**src/rtl/enc_pkg.sv**
```systemverilog
// Shared definitions for the Diffie-Hellman encryption datapath stages.
// Holds the job-control state type and the default operand widths that the
// exponentiation, encryption and decryption stages agree on.
package enc_pkg;

    // Default dividend/data width and modulus/key width.
    localparam int unsigned DefDw = 64;
    localparam int unsigned DefPw = 32;

    typedef enum logic [1:0] {
        StIdle,
        StRun,
        StDone
    } state_e;

endpackage

```
**src/rtl/mod_reduce_serial.sv**
```systemverilog
// Bit-serial restoring reducer: computes dividend_i mod modulus_i, one
// dividend bit per clock, MSB first. There is no combinational divider.
//
// Ports:
//   clk        system clock, rising edge
//   rst        asynchronous active-high reset
//   start_i    clears the remainder and arms the bit counter
//   dividend_i dividend, held stable by the caller while reducing
//   modulus_i  non-zero modulus, held stable by the caller while reducing
//   rem_o      running remainder; final once the job has retired
//   valid_o    high in the cycle whose rising edge retires dividend bit 0,
//              so rem_o holds the final remainder from the next cycle on
module mod_reduce_serial
    import enc_pkg::*;
#(
    parameter int unsigned DW = DefDw,
    parameter int unsigned PW = DefPw
) (
    input  logic          clk,
    input  logic          rst,
    input  logic          start_i,
    input  logic [DW-1:0] dividend_i,
    input  logic [PW-1:0] modulus_i,
    output logic [PW-1:0] rem_o,
    output logic          valid_o
);

    localparam int unsigned CW = (DW > 1) ? $clog2(DW) : 1;
    localparam logic [CW-1:0] CntFirst = CW'(DW - 1);

    // The remainder is always below the modulus, so PW bits are enough to
    // store it; only the shifted trial value needs the extra bit.
    logic [PW-1:0] rem_q, rem_d;
    logic [CW-1:0] cnt_q, cnt_d;
    logic          active_q, active_d;
    logic [PW:0]   shifted;

    always_comb begin
        shifted  = {rem_q, dividend_i[cnt_q]};
        rem_d    = rem_q;
        cnt_d    = cnt_q;
        active_d = active_q;
        if (start_i) begin
            rem_d    = '0;
            cnt_d    = CntFirst;
            active_d = 1'b1;
        end else if (active_q) begin
            // Compare and subtract at PW+1 bits so a shifted-out MSB is not lost.
            if (shifted >= {1'b0, modulus_i}) begin
                rem_d = PW'(shifted - {1'b0, modulus_i});
            end else begin
                rem_d = shifted[PW-1:0];
            end
            cnt_d = cnt_q - CW'(1);
            if (cnt_q == '0) begin
                active_d = 1'b0;
            end
        end
    end

    always_ff @(posedge clk or posedge rst) begin
        if (rst) begin
            rem_q    <= '0;
            cnt_q    <= '0;
            active_q <= 1'b0;
        end else begin
            rem_q    <= rem_d;
            cnt_q    <= cnt_d;
            active_q <= active_d;
        end
    end

    assign rem_o   = rem_q;
    assign valid_o = active_q && (cnt_q == '0);

endmodule

```
**src/rtl/enc_mod_xor_seq.sv**
```systemverilog
// Multi-cycle modular-key encryption stage: key = exp mod p via a bit-serial
// reducer, then ciphertext = zero-extended key ^ data. A zero modulus is
// reported as an error without iterating.
//
// Ports:
//   clk      system clock, rising edge
//   rst      asynchronous active-high reset
//   start_i  one-cycle request, only sampled while idle
//   exp_i    dividend (exponentiation result), DW bits
//   p_i      modulus, PW bits
//   data_i   plaintext / value to mask, DW bits
//   busy_o   high while a job is running or completing
//   done_o   one-cycle pulse when results are valid
//   err_o    zero-modulus flag; held until the next accepted start
//   key_o    exp mod p; held until the next accepted start
//   c_o      zero-extended key ^ data; held until the next accepted start
module enc_mod_xor_seq
    import enc_pkg::*;
#(
    parameter int unsigned DW = DefDw,
    parameter int unsigned PW = DefPw
) (
    input  logic          clk,
    input  logic          rst,
    input  logic          start_i,
    input  logic [DW-1:0] exp_i,
    input  logic [PW-1:0] p_i,
    input  logic [DW-1:0] data_i,
    output logic          busy_o,
    output logic          done_o,
    output logic          err_o,
    output logic [PW-1:0] key_o,
    output logic [DW-1:0] c_o
);

    state_e        state_q, state_d;
    logic [DW-1:0] exp_q, data_q, c_q, c_res;
    logic [PW-1:0] p_q, key_q, key_res, red_rem;
    logic          err_q;
    logic          accept, red_start, red_last, in_done;

    mod_reduce_serial #(
        .DW (DW),
        .PW (PW)
    ) u_reduce (
        .clk        (clk),
        .rst        (rst),
        .start_i    (red_start),
        .dividend_i (exp_q),
        .modulus_i  (p_q),
        .rem_o      (red_rem),
        .valid_o    (red_last)
    );

    always_comb begin
        state_d   = state_q;
        accept    = 1'b0;
        red_start = 1'b0;
        unique case (state_q)
            StIdle: begin
                if (start_i) begin
                    accept = 1'b1;
                    if (p_i == '0) begin
                        state_d = StDone;
                    end else begin
                        red_start = 1'b1;
                        state_d   = StRun;
                    end
                end
            end
            StRun: begin
                if (red_last) begin
                    state_d = StDone;
                end
            end
            StDone: begin
                state_d = StIdle;
            end
            default: begin
                state_d = StIdle;
            end
        endcase
    end

    // The reducer's remainder may be stale from an earlier job on the error
    // path, so the error flag masks it.
    always_comb begin
        key_res = err_q ? '0 : red_rem;
        c_res   = err_q ? '0 : (DW'(key_res) ^ data_q);
    end

    always_ff @(posedge clk or posedge rst) begin
        if (rst) begin
            state_q <= StIdle;
            exp_q   <= '0;
            p_q     <= '0;
            data_q  <= '0;
            err_q   <= 1'b0;
            key_q   <= '0;
            c_q     <= '0;
        end else begin
            state_q <= state_d;
            if (accept) begin
                exp_q  <= exp_i;
                p_q    <= p_i;
                data_q <= data_i;
                err_q  <= (p_i == '0);
            end
            if (state_q == StDone) begin
                key_q <= key_res;
                c_q   <= c_res;
            end
        end
    end

    // Results are presented straight from the reducer during the done cycle
    // and from the holding registers afterwards.
    assign in_done = (state_q == StDone);
    assign busy_o  = (state_q != StIdle);
    assign done_o  = in_done;
    assign err_o   = err_q;
    assign key_o   = in_done ? key_res : key_q;
    assign c_o     = in_done ? c_res : c_q;

endmodule

```
**config.mk**
```make
export PLATFORM = sky130hd
export DESIGN_NAME = enc_mod_xor_seq
export DESIGN_NICKNAME = d
export VERILOG_FILES = /design/src/rtl/enc_pkg.sv /design/src/rtl/mod_reduce_serial.sv /design/src/rtl/enc_mod_xor_seq.sv
export SDC_FILE = /design/constraint.sdc
export NUM_CORES = 1
export LEC_CHECK = 0
export ABC_AREA = 1
export BUFFER_PORTS_ARGS = -buffer_cell sky130_fd_sc_hd__buf_4
export CAP_MARGIN = 10
export CORE_MARGIN = 2
export CORE_UTILIZATION = 50
export CTS_CLUSTER_DIAMETER = 100
export DETAILED_ROUTE_END_ITERATION = 8
export PLACE_DENSITY = 0.75
export REMOVE_ABC_BUFFERS = 1
export SYNTH_ARGS = -nofsm -noshare
export SYNTH_HDL_FRONTEND = slang
export SYNTH_SLANG_ARGS = --single-unit
```
**constraint.sdc**
```tcl
create_clock -name clk -period 9.6 [get_ports clk]
set_input_delay 1.92 -clock clk [delete_from_list [all_inputs] [get_ports clk]]
set_output_delay 1.92 -clock clk [all_outputs]
set_load 0.03 [all_outputs]
```
Yosys cells after proc, flatten, opt, wreduce, memory -nomap -nowiden
Index checks and enable logic that the tools add are counted.
{"block": "totals", "output_inout_bits": 99, "in_bits": 163, "wordCells": 49, "reg_bits": 298}
{"block": "classes", "n_mux": 23, "n_lt_le_gt_ge": 2, "addsub": 2, "n_reduce_logical": 7, "eq_ne": 4, "bitwise": 1}
{"operator": "32-bit 2-to-1 mux", "count": 5}
{"operator": "64-bit 2-to-1 mux", "count": 2}
{"operator": "32-bit by 64-bit bitwise XOR with 64-bit output", "count": 1}
{"operator": "33-bit by 32-bit greater-or-equal comparator with 1-bit output", "count": 1}
{"operator": "32-bit logical NOT", "count": 1}
{"operator": "32-bit subtractor", "count": 1}
{"operator": "6-bit 2-to-1 mux", "count": 2}
{"operator": "1-bit 2-to-1 mux", "count": 9}
{"operator": "6-bit by 7-bit less-than comparator with 1-bit output (second input constant)", "count": 1}
{"operator": "1-bit binary-select mux with 6-bit select", "count": 1}
{"operator": "6-bit logical NOT", "count": 1}
{"operator": "2-bit 2-to-1 mux", "count": 3}
{"operator": "6-bit by 1-bit subtractor with 6-bit output (second input constant)", "count": 1}
{"operator": "2-bit inequality test (second input constant)", "count": 2}
{"operator": "2-bit case mux with 2 select lines", "count": 1}
{"operator": "2-bit nonzero test", "count": 2}
{"operator": "2-bit by 1-bit == test with 1-bit output (second input constant)", "count": 1}
{"operator": "2-bit == test (second input constant)", "count": 1}
{"operator": "2-bit logical NOT", "count": 1}
{"operator": "2-bit AND reduction", "count": 1}
{"operator": "1-bit logical AND", "count": 1}

Longest topological paths before layout
{"block": "depth", "word_depth": 6, "ltp_mapped": 26, "ltp_nobuf": 25}

Modules after synthesis
Synthesis repeated with hierarchy kept, for this count alone.
{"block": "hier_totals", "hier_cells": 2194, "area_unflattened_um2": 15867.7}
{"mod": "enc_mod_xor_seq", "area_per_inst_um2": 10443.8, "seq_area_each_um2": 6481.2, "cells_per_inst": 1212, "n_inst": 1}
{"mod": "mod_reduce_serial", "area_per_inst_um2": 5424.0, "seq_area_each_um2": 975.9, "cells_per_inst": 982, "n_inst": 1}

Least setup slack after synthesis
OpenSTA, ideal clock, no wires.
{"block": "synth_timing", "path_kind": "reg2out", "start": "register state_q[0]", "end": "output c_o[10]", "required_ns": 7.680, "arrival_time_ns": 2.447, "slack_ns": 5.233, "stages_incl_launch_ff": 7, "n_path_buf": 3, "cell_sequence": "dfrtp_1 buf_2 nor2_1 nand2_1 clkbuf_1 clkbuf_1 o31ai_1"}
{"block": "synth_between", "elab_chain_len": 2}
{"element": "start: declaration", "line": "enc_mod_xor_seq.sv:36", "source": "state_e state_q, state_d;"}
{"element": "start signal: assignment", "line": "enc_mod_xor_seq.sv:94", "source": "state_q <= StIdle;"}
{"element": "start signal: assignment", "line": "enc_mod_xor_seq.sv:102", "source": "state_q <= state_d;"}
{"element": "2-bit == test", "line": "enc_mod_xor_seq.sv:118", "source": "assign in_done = (state_q == StDone);"}
{"element": "net done_o", "line": "enc_mod_xor_seq.sv:30", "source": "output logic done_o,"}
{"element": "64-bit 2-to-1 mux"}
{"element": "end: declaration", "line": "enc_mod_xor_seq.sv:33", "source": "output logic [DW-1:0] c_o"}
The timed path passes the listed nets, and every way through them passes these cells.

Worst setup path in the final report
{"block": "layout_timing", "start": "register state_q[1]", "end": "output c_o[39]"}
{"block": "layout_between", "elab_chain_len": 2}
{"element": "2-bit == test", "line": "enc_mod_xor_seq.sv:118"}
{"element": "64-bit 2-to-1 mux"}
No other way between the ends.

==> metrics.csv <==
stage,metric,value,unit
grt,GRT overflow,0,
outcome,outcome,completed,
place,dpl hpwl,27400,µm
floorplanning,row count,63,
yosys,XOR/XNOR Fraction of Synth Area,0.9235,%
yosys,Synth cell types,35,
cts,clk sinks,298,
cts,CTS tree,yes,
grt,Tot GR Track Use,25.92,%
place,pre-CTS setup slack,4.808,ns
floorplanning,Die Y,178.2,µm
worst_setup_path,Critical-path top delay cell,nand2_4,
worst_setup_path,Critical Path Max Stage Delay,0.72,ns
cts,clock root buffer,clkbuf_16,
grt,wire length of the first global-routing pass,66360,µm
timing,Slew HR,24.79,%
hold_path,hold_sp,exp_q[12],
timing,maximum clock rate,188.5,MHz
routing,Antenna Nets Post-Route,0,
worst_setup_path,worst setup path class,register to output port,
yosys,#FFs+latches synth,298,
layout,layout cell share with drive strength beyond 1,15.42,%
timing,skew final,0.01426,ns
routing,Detailed Routing Iterations Pass 1,7,
cts,H-tree levels,2,
timing,Hold Slack,0.4741,ns
yosys,mux contribution to synthesized area,0,%
cts,# hold bufs at CTS,0,
routing,DRC,0,
layout,fill count,2666,
routing,via count,13640,
hold_path,Worst Hold Depth,2,
timing,crit path time final,5.306,ns
place,IO Port Bufs,261,
yosys,Post-synth EDFFs,0,
place,GP Congestion,0.8976,
floorplanning,Core Region,29800,µm²
floorplanning,IO Pins,262,
cts,CTS Buf Count,34,
timing,endpoints failing setup,0,
layout,diode count,0,
yosys,ys async rst share,100.0,%
layout,Area Overhead vs Synth,21.23,%
power,Max IR drop VDD,0.1712,mV
worst_setup_path,"delay-heaviest family, CP",buffers and inverters,
routing,DR WL/cell,15.39,µm
yosys,Syn Inst Count,2015,
layout,post-route cell area,18400,µm²
place,Placed Area,17330,µm²
floorplanning,Die Area,31760,µm²
worst_setup_path,worst-path maximum fanout,99,
worst_setup_path,CP Data Required Time,7.68,ns
timing,final setup margin,4.294,ns
power,PwrDens,350.0,nW/µm²
worst_setup_path,CP dominant cell by count,buf_4,
layout,final-stage net count,2430,
worst_setup_path,Worst EP arrival,3.39,ns
yosys,"Cell Area, Synth",15170,µm²
routing,drt total wl,40660,µm
yosys,most used flip-flop cell after synthesis,dfrtp_1,
flow_run,Max-Cap Viols,0,
worst_setup_path,Worst setup SP type,register,
floorplanning,Die W,178.2,µm
timing,RSZ-0062 raised after global routing,false,
yosys,mean post-synth cell area,7.531,µm²
worst_setup_path,CP cell instances,"clkinv_2, buf_4, nor2_1, nand2_4, o21ai_0, buf_4",
worst_setup_path,Critical Path Stages,6,
yosys,Yosys warnings,0,
timing,Worst-Margin Slew,1.128,ns
worst_setup_path,Crit. Startpoint,state_q[1],
cts,clk_lat worst skew,0.51,ns
timing,Slew Limit Fails,0,
hold_path,Hold Crit Class,register to register,
yosys,sequential-to-total area share from yosys stat,49.14,%
yosys,adder-cell share of the synthesized area,3.018,%
worst_setup_path,crit end category,output port,
cts,maximum clock insertion buffer count,3,
grt,largest net degree at the start of global routing,146,
power,leakage,0.009986,µW
worst_setup_path,Reg-to-Reg Start,u_reduce.cnt_q[0],
yosys,Synth Area in Compound Gates,12.53,%
timing,Fin. Hold Viols,0,
cts,CTS resizes,0,
routing,Via density,5.165,
worst_setup_path,Buf/Inv on CP,3,
grt,initial antenna violation count,0,
grt,number of global-route vias before repair,13351,
floorplanning,initial core utilization,50.93,%
yosys,largest family of logic cells by synthesized area,simple AND/OR/NAND/NOR gates,
routing,initial DRC count,891,
timing,post-route clock period utilization,55.27,%
cts,"Setup Fix Bufs, Post-CTS",0,
worst_setup_path,r2r worst-path depth,22,
cts,"Reg clk slew, reported paths",0.06,ns
yosys,simple-gate share of the synthesized area,25.47,%
stage by stage:
| stage | power (µW) | std cells | util (%) | setup TNS [ns] |
|---|---|---|---|---|
| floorplan | 4304 | 1925 | - | -164.65 |
| finish | 6438 | 2641 | 61.74 | 0 |
| detailed placement | 5191 | 2585 | 58.15 | 0 |
| CTS | 6471 | 2641 | 61.74 | 0 |
| global placement | 5106 | 2585 | 58.15 | 0 |
| global route | 7056 | 2641 | 61.74 | 0 |
area by class of cell:
class	count	area (µm²)	area share (%)
repair buffers	270	2027	11.02
well taps	390	488.0	2.653
flip-flops and latches	298	7461	40.56
clock buffers	50	1032	5.611
multi-input cells	1373	6385	34.71
clock inverters	6	36.28	0.1972
inverters	254	967.2	5.257
routing by layer:
layer	wire length (µm)	vias up	global-route usage [%]
li1	-	6777	-
met1	18230	6418	35.52
met2	18790	387	42.70
met3	2818	58	4.582
met4	809	0	6.741
met5	0	-	0
power by group:
group          internal, µW  total, µW  switching (µW)
Clock                   741       1250             510
Combinational          1100       3180            2070
Sequential             1710       2010             298
cell families after synthesis:
logic type	Yosys count
compound gates	353
buf+inv	344
fa+ha+maj	36
xor+xnor	16
flops	298
simple gates	968
Yosys cell counts, drive strengths merged, types with 10 or more instances:
cell,count,area [µm²]
xnor2,12,105.1
buf,36,196.4
o21ai,268,1341
nor2,109,424.2
dfrtp,298,7457
o31ai,32,240.2
o211ai,10,75.07
ha,35,437.9
inv,253,949.7
a21oi,35,186.4
nand2,741,2791
clkbuf,54,202.7
nand3,87,440.4
state kept, by name, summed over array words and instances (netlist names):
register and flops:
key_q 32, err_o 1, u_reduce.rem_o 32, u_reduce.active_q 1, c_q 64, u_reduce.cnt_q 6, data_q 64, p_q 32
state_q 2, exp_q 64
path summary, 6_finish.rpt:
check                                    end  slack, ns
max in group asynchronous         state_q[0]       6.32
setup reg to reg           u_reduce.rem_o[0]       5.27
min in group asynchronous            c_q[51]       1.63
hold reg to reg                    exp_q[12]       0.47
hold / removal                     exp_q[12]       0.47
setup / recovery                     c_o[39]       4.29
tightest hold or removal path, cell delays in order, from the launching register on:
cell     delay, ns
dfrtp_1       0.34
nand2_1       0.05
nand2_1       0.05
cell usage in the layout, fill, tap and decap left out, types with 5 or more instances in the layout:
cell and n:
nand2_1 737, dfrtp_1 297, buf_4 270, o21ai_0 268, inv_1 244, nor2_1 103
nand3_1 86, ha_1 35, clkbuf_16 35, a21oi_1 34, o31ai_1 32, xnor2_1 12
o211ai_1 10, clkbuf_8 10, nand3b_1 9, inv_2 6, nor4_1 6, o21bai_1 6
clkinv_2 5, nor3_1 5, nand4_1 5, nor2_2 5, clkbuf_1 5
Power figures use the tool's default switching activity.
